**config.mk**
```make
export PLATFORM = sky130hd
export DESIGN_NAME = imem_port_arbiter
export DESIGN_NICKNAME = d
export VERILOG_FILES = /design/src/rtl/imem_port_arbiter.sv
export SDC_FILE = /design/constraint.sdc
export NUM_CORES = 1
export LEC_CHECK = 0
export ABC_AREA = 1
export BUFFER_PORTS_ARGS = -buffer_cell sky130_fd_sc_hd__buf_2
export CAP_MARGIN = 20
export CORE_MARGIN = 3
export CORE_UTILIZATION = 40
export DETAILED_ROUTE_END_ITERATION = 6
export GPL_ROUTABILITY_DRIVEN = 0
export GPL_TIMING_DRIVEN = 0
export PLACE_DENSITY = 0.78
export SLEW_MARGIN = 30
export SYNTH_ARGS = -nofsm -noshare
export SYNTH_HDL_FRONTEND = slang
export SYNTH_SLANG_ARGS = --single-unit
```
**constraint.sdc**
```tcl
create_clock -name clk -period 1.6 [get_ports clk]
set_input_delay 0.16 -clock clk [delete_from_list [all_inputs] [get_ports clk]]
set_output_delay 0.16 -clock clk [all_outputs]
set_load 0.005 [all_outputs]
```
**src/rtl/imem_port_arbiter.sv**
```systemverilog
// imem_port_arbiter: shares one synchronous single-port instruction RAM between
// the fetch stage (reads) and a program loader (writes).
// BOOT holds the core while the loader fills memory. RUN gives fetch priority,
// with a starvation guard that force-grants the loader.
// Optional feature: define IMEM_MISALIGN_TRAP_EN to add a fetch_misalign output.
// With it, misaligned fetches return a NOP without touching the RAM.
module imem_port_arbiter #(
    parameter int INS_ADDRESS = 9,
    parameter int INS_W       = 32,
    parameter int STARVE_MAX  = 8
) (
    input  logic                   clk,
    input  logic                   rst,
    input  logic                   fetch_req,
    input  logic [INS_ADDRESS-1:0] fetch_addr,
    output logic                   fetch_gnt,
    output logic                   fetch_rvalid,
    output logic [INS_W-1:0]       fetch_rdata,
    input  logic                   ld_req,
    input  logic [INS_ADDRESS-1:0] ld_addr,
    input  logic [INS_W-1:0]       ld_wdata,
    input  logic                   ld_done,
    output logic                   ld_gnt,
    output logic                   mem_en,
    output logic                   mem_we,
    output logic [INS_ADDRESS-3:0] mem_addr,
    output logic [INS_W-1:0]       mem_wdata,
    input  logic [INS_W-1:0]       mem_rdata,
`ifdef IMEM_MISALIGN_TRAP_EN
    output logic                   fetch_misalign,
`endif
    output logic                   core_stall,
    output logic                   boot_done
);

    typedef enum logic {BOOT = 1'b0, RUN = 1'b1} state_t;

    localparam logic [7:0]       STARVE_LIM = 8'(STARVE_MAX);
    localparam logic [INS_W-1:0] NOP_INSN   = INS_W'(32'h0000_7033);

    state_t           state, next_state;
    logic [7:0]       starve_cnt;
    logic [INS_W-1:0] rdata_hold;
    logic             misaligned;
    logic             misalign_q;

    // The byte-offset bits of both addresses only matter for the optional trap.
    logic unused_lsbs;
    assign unused_lsbs = ^{fetch_addr[1:0], ld_addr[1:0]};

`ifdef IMEM_MISALIGN_TRAP_EN
    assign misaligned = (fetch_addr[1:0] != 2'b00);
`else
    assign misaligned = 1'b0;
`endif

    // Grant arbitration, RAM drive and next state, all from the current state and requests.
    always_comb begin
        // NOTE: every output gets a default first so no path leaves it unassigned (no latch).
        next_state = state;
        fetch_gnt  = 1'b0;
        ld_gnt     = 1'b0;
        mem_en     = 1'b0;
        mem_we     = 1'b0;
        mem_addr   = '0;
        mem_wdata  = '0;
        core_stall = 1'b1;
        boot_done  = 1'b0;
        if (!rst) begin
            unique case (state)
                BOOT: begin
                    ld_gnt = ld_req;
                    if (ld_done) next_state = RUN;
                end
                RUN: begin
                    core_stall = 1'b0;
                    boot_done  = 1'b1;
                    if (ld_req && starve_cnt == STARVE_LIM) begin
                        // The loader has waited long enough, so it takes this cycle.
                        ld_gnt     = 1'b1;
                        core_stall = 1'b1;
                    end else begin
                        fetch_gnt = fetch_req;
                        ld_gnt    = ld_req & ~fetch_req;
                    end
                end
                default: next_state = BOOT;
            endcase
            if (ld_gnt) begin
                mem_en    = 1'b1;
                mem_we    = 1'b1;
                mem_addr  = ld_addr[INS_ADDRESS-1:2];
                mem_wdata = ld_wdata;
            end else if (fetch_gnt) begin
                mem_en   = ~misaligned;
                mem_addr = fetch_addr[INS_ADDRESS-1:2];
            end
        end
    end

    // State register.
    always_ff @(posedge clk or posedge rst) begin
        // NOTE: sequential state uses non-blocking assignments so every flop samples pre-edge values.
        if (rst) state <= BOOT;
        else     state <= next_state;
    end

    // Starvation counter: counts denied loader cycles in RUN, saturating, and clears otherwise.
    always_ff @(posedge clk or posedge rst) begin
        if (rst) begin
            starve_cnt <= '0;
        end else if (state == RUN && ld_req && !ld_gnt) begin
            if (starve_cnt != STARVE_LIM) starve_cnt <= starve_cnt + 8'd1;
        end else begin
            starve_cnt <= '0;
        end
    end

    // Read response tracking: rvalid follows a fetch grant by one cycle.
    always_ff @(posedge clk or posedge rst) begin
        if (rst) begin
            fetch_rvalid <= 1'b0;
            misalign_q   <= 1'b0;
        end else begin
            fetch_rvalid <= fetch_gnt;
            misalign_q   <= fetch_gnt & misaligned;
        end
    end

    // Hold the last returned instruction so fetch_rdata stays stable between responses.
    always_ff @(posedge clk or posedge rst) begin
        if (rst)               rdata_hold <= '0;
        else if (fetch_rvalid) rdata_hold <= fetch_rdata;
    end

    assign fetch_rdata = !fetch_rvalid ? rdata_hold :
                         misalign_q    ? NOP_INSN   : mem_rdata;

`ifdef IMEM_MISALIGN_TRAP_EN
    assign fetch_misalign = misalign_q;
`endif

endmodule

```
# Yosys cells after proc, flatten, opt, wreduce, memory -nomap -nowiden

Index checks and enable logic that the tools add are counted.
Widths: inputs -> output; s select.

Bits in registers: 42
Output and inout bits: 78
Input port bits: 87
Word-level logic and storage cells: 43

Bitwise operators: 3
Mux-type cells: 28
Reduce and logical (&&, ||, !) cells: 4
Equality and inequality tests: 3
Add/sub/neg operators: 1

Operators by type and width:

| kind                | count |
|---|---|
| $mux 32             | 3 |
| $mux 7              | 3 |
| $mux 1              | 19 |
| $mux 8              | 2 |
| $add 8x1->8 const B | 1 |
| $eq 8x4->1 const B  | 1 |
| $ne 8x4->1 const B  | 1 |
| $logic_and 1x1->1   | 3 |
| $ne 2x1->1 const B  | 1 |
| $not 1->1           | 2 |
| $pmux 1 s2          | 1 |
| $and 1x1->1         | 1 |
| $logic_not 1->1     | 1 |

# Longest topological paths before layout

Depth in word-level cells: 9
Gate-level depth with buffers: 10

# Worst setup path after synthesis

OpenSTA, ideal clock, no wires.

Kind: input to output
Start point: in rst
End point: out mem_we
Cell stages on the path: 7
Buffers on the path: 2
Slack: 7 ps
Arrival: 1,433 ps
Cell sequence: inv_2 > nand2_1 > inv_2 > nand2_8 > buf_12 > inv_2 > buf_4

Cells in the longest elaborated chain, start to end: 1

RTL lines:

| what            | RTL line | text |
|---|---|---|
| start, declared | 13       | `input logic rst,` |
| $mux 1          | 69       | `if (!rst) begin` |
| end, declared   | 25       | `output logic mem_we,` |

No other way between the ends.

# Worst setup path after layout

Start point: reg starve_cnt[2]
End point: out mem_we

Cells in the longest elaborated chain, start to end: 7

RTL lines:

| what                   | RTL line | text |
|---|---|---|
| start, declared        | 42       | `logic [7:0] starve_cnt;` |
| start signal, assigned | 113      | `if (starve_cnt != STARVE_LIM) starve_cnt <= starve_cnt + 8'd1;` |
| $eq 8x4->1             | 78       | `if (ld_req && starve_cnt == STARVE_LIM) begin` |
| $logic_and 1x1->1      | 78       |  |
| $mux 1                 | 78       |  |
| $pmux 1 s2             | 70       | `unique case (state)` |
| $mux 1                 | 69       |  |
| $mux 1                 | 89       | `if (ld_gnt) begin` |
| $mux 1                 | 69       |  |

No other way between the ends. The select of a mux whose other input is x is not followed.

==> results summary <==
The run finished, with violations left. The final reports fail on negative hold slack, negative setup slack. The violation count after the first detailed-routing iteration is slightly below 70. The via count of the first global-routing pass came to around 2500. Grouping stages by cell kind, the critical path spends the most delay in buffers and inverters. The count of H-tree levels built during CTS came out at 2. The register area share after synthesis came out at 0.380.

The net count of the finished layout is 549. The max-cap check violation count came out at 0. The fraction of power consumed by combinational cells came out at 0.346. With fillers left out, the area of the finished cells amounts to about 0.0044 mm2. The worst slew slack as a fraction of its limit came out at 0.634. The proportion of total power due to net switching is 0.288. The worst register-to-register path begins at starve_cnt[2]. In the layout the commonest cells are 135 x sky130_fd_sc_hd__buf_2, 46 x sky130_fd_sc_hd__mux2_2, 43 x sky130_fd_sc_hd__inv_1, 42 x sky130_fd_sc_hd__dfrtp_1, 30 x sky130_fd_sc_hd__nor2_4.

Dividing the detail-routed wire length by the instance count gives approximately 15 um. The critical path goes through inv_2, nand2_1, nor2_4, nand2_2, nand2_4, nand2_8, buf_12, clkinv_8, buf_6, buf_6. The sequential cell area is roughly 0.0011 mm2.

The relative contribution of sequential cells to total power came out at 0.421. The worst setup path category is reg2out. The buffers plus inverters on the worst setup path came out at 5. The shortest clock period the worst path allows after layout came out at between 1500 and 2000 ps. The minimum setup slack among reg-to-reg paths came out at approximately 40 ps. Once layout is complete, the utilization of the core stands at 0.677. The first global-routing pass estimated 10.6 mm of wire. For this run the aggregate overflow at the end of global routing stands at 0. The delay of the slowest critical-path stage came out at between 400 and 500 ps.

The number of nets with antenna violations after routing came out at 0. The cell area that synthesis handed to floorplanning was roughly 0.0028 mm2. The number of slew-limit violations in the final report came out at 0. The cell at the root of the clock tree is sky130_fd_sc_hd__clkbuf_8. The multi-input gate area in the final layout came out at approximately 0.0016 mm2.

Static timing analysis puts the maximum clock frequency at slightly above 0.5 GHz. The number of hold violations in the final report is between 40 and 50. After synthesis, the mean cell area works out to approximately 10 um2. The length of the first detailed-routing pass in iterations came out at 5. The clock slew seen by the registers of the worst setup and hold paths came out at around 90 ps. Summed over all failing endpoints, the final setup total negative slack is -14530 ps. The synthesis-to-finish area growth is 59.9%. The clock net sink count came out at 42. The number of flip-flops and latches in the synthesized netlist is between 40 and 50. The power per standard cell area came out at about 670 mW/mm2. The worst hold path belongs to the class in2async. The cell count after synthesis came out at 274. Synthesis produced a netlist with a net count of 363. For the worst-skew pair, the clock arrives at the later sink with an insertion delay of 300 ps. In the post-synthesis netlist, the biggest area contributors are sky130_fd_sc_hd__dfrtp_1 38%, sky130_fd_sc_hd__mux2_2 26%, sky130_fd_sc_hd__nor2_4 9.0%, sky130_fd_sc_hd__inv_1 6.1%, sky130_fd_sc_hd__nand2_1 3.5%. The part of the power in the clock network is 0.233. The biggest area contributor in the post-synthesis netlist is sky130_fd_sc_hd__dfrtp_1. The antenna diode count is 0. The CTS tree is built. STA classifies the critical path startpoint as a register. After layout, the worst setup slack is -328 ps. For this design the total switching power over the nets is between 800 and 900 uW.

The maximum number of pins on one net before global-route repair came out at between 40 and 50. By instance count, the cell type seen most on the critical path is sky130_fd_sc_hd__buf_6. The floorplan die width came out at around 89 um. The largest fanout on the critical path is 8.

The number of fill cells in the layout is around 450. The type of destination of the critical path is an output pin. The count of port buffers added during placement is roughly 160. The data required time at the worst endpoint is 1440 ps. The final routed DRC violation total came out at 0. The arrival time at the worst endpoint came out at around 1800 ps. The most common cell after layout, fill and taps aside is sky130_fd_sc_hd__buf_2.

For this design, the slowest cell found on the critical path is sky130_fd_sc_hd__dfrtp_1. The routed layout has 2604 vias. Across every metal layer, demand over resource in global routing totals 0.170. The worst-case clock skew is between 15 and 20 ps. Pin placement for this block handled roughly 170 I/O pins. The area share of the largest cell type after synthesis is 0.380. For this configuration, the core starts out at a cell density of 0.424.

The floorplan step defined a die boundary enclosing slightly below 0.008 mm2. Of the cells placed in the final design, the portion with a size suffix greater than 1 is 0.683. The mean number of vias per cell is roughly 4.8. The transition time of the tightest slew-check pin is roughly 550 ps. The internal power contribution came out at around 2.1 mW. The number of clock buffers inserted by TritonCTS came out at 5. The static leakage power is between 2 and 2.5 nW. The floorplan step defined a core boundary enclosing 0.00653 mm2. In this run the deepest clock path goes through 2 buffers.

The number of cells on the worst reg-to-reg path is 9. The standard cell area after detailed placement came out at approximately 0.0037 mm2. Summed over all nets, the half-perimeter wirelength after detailed placement is 5.61 mm.

The number of distinct library cell variants in the gate-level netlist after synthesis came out at 23. The initialized floorplan defines 29 standard-cell rows. The peak supply drop is between 600 and 700 uV. The die height came out at slightly below 90 um. The number of setup violations in the final report is 64. The total stage count of the critical path is 10. The total number of yosys warnings came out at 0. In this run the worst setup path begins at starve_cnt[2]. The final period utilization came out at 1.20.

The total length of routed wires came out at 8.28 mm. The final hold slack is -69.6 ps. Setup repair after global routing could not meet its margin everywhere.

The initial antenna violation count came out at 0.
==> synth_stat cells <==
cell type,count
sky130_fd_sc_hd__dfrtp_1,42
sky130_fd_sc_hd__buf_4,1
sky130_fd_sc_hd__nand2_2,3
sky130_fd_sc_hd__nand2_1,26
sky130_fd_sc_hd__inv_1,45
sky130_fd_sc_hd__xor2_1,3
sky130_fd_sc_hd__nand2_8,1
sky130_fd_sc_hd__nand2_4,1
sky130_fd_sc_hd__nor3_2,1
sky130_fd_sc_hd__nand3_1,11
sky130_fd_sc_hd__buf_2,8
sky130_fd_sc_hd__nor2_1,15
sky130_fd_sc_hd__ha_1,2
sky130_fd_sc_hd__nor2_2,10
sky130_fd_sc_hd__nand4_1,8
sky130_fd_sc_hd__inv_2,4
sky130_fd_sc_hd__xnor2_1,1
sky130_fd_sc_hd__nor2_4,22
sky130_fd_sc_hd__o2111ai_1,1
sky130_fd_sc_hd__mux2_2,64
sky130_fd_sc_hd__o21ai_0,2
sky130_fd_sc_hd__buf_8,1
sky130_fd_sc_hd__buf_12,2
==> routing by layer <==
metal  up-vias  wire, um  GRT usage
li1       1243         -          -
met1      1241      2920      0.168
met2       116      4570      0.339
met3         4       749     0.0525
met4         0        40     0.0392
met5         -         0          0
==> power by group through the flow <==
stage | logic (mW) | clock network [mW] | registers (mW)
after floorplan | 0.455 | 0 | 1.25
after global placement | 0.749 | 0 | 1.26
after detailed placement | 0.770 | 0 | 1.27
after CTS | 0.828 | 0.715 | 1.25
after global routing | 1.11 | 0.761 | 1.27
final | 1.03 | 0.693 | 1.26
==> stage by stage <==
stage / worst slack [ps] / cells / total power [mW]
final: -328 / 538 / 2.98
after global routing: -416 / 538 / 3.15
after CTS: -271 / 529 / 2.79
after detailed placement: -540 / 510 / 2.04
after global placement: -513 / 510 / 2.01
after floorplan: 6.58 / 274 / 1.71
==> cell type report <==
class | count | area share
Inverter | 49 | 0.0450
Timing Repair Buffer | 179 | 0.277
Buffer | 12 | 0.0390
Clock buffer | 5 | 0.0156
Clock inverter | 3 | 0.00424
Multi-Input combinational cell | 171 | 0.360
Sequential cell | 42 | 0.238
Tap cell | 77 | 0.0218
==> final timing paths <==
check,to
max,mem_we
min,state
max reg2reg,starve_cnt[3]
min reg2reg,rdata_hold[1]
max in group asynchronous,rdata_hold[21]
min in group clk,state
==> logic make-up after synthesis <==
group | after synthesis | share of synthesized area
AOI/OAI and AO/OA | 3 | 0.00678
xor gates and xnor gates | 4 | 0.0127
adders and majority gates | 2 | 0.00904
buffers and inverters | 61 | 0.104
DFF | 42 | 0.380
muxes | 64 | 0.261
and+or+nand+nor | 98 | 0.227
==> state kept, by name, summed over array words and instances (netlist names) <==
signal,count
rdata_hold,32
starve_cnt,8
fetch_rvalid,1
state,1
==> repair_timing <==
| item | 4_1_cts | 5_1_grt |
|---|---|---|
| endpoints found under the setup margin | 76 | 83 |
| gates cloned | 1 | 5 |
| pin swaps | 5 | 5 |
| setup buffers | 10 | 4 |
| endpoints found under the hold margin | 42 | 42 |
| gates resized for setup | 27 | 66 |
Note: power is estimated with default switching activity, not from simulation.
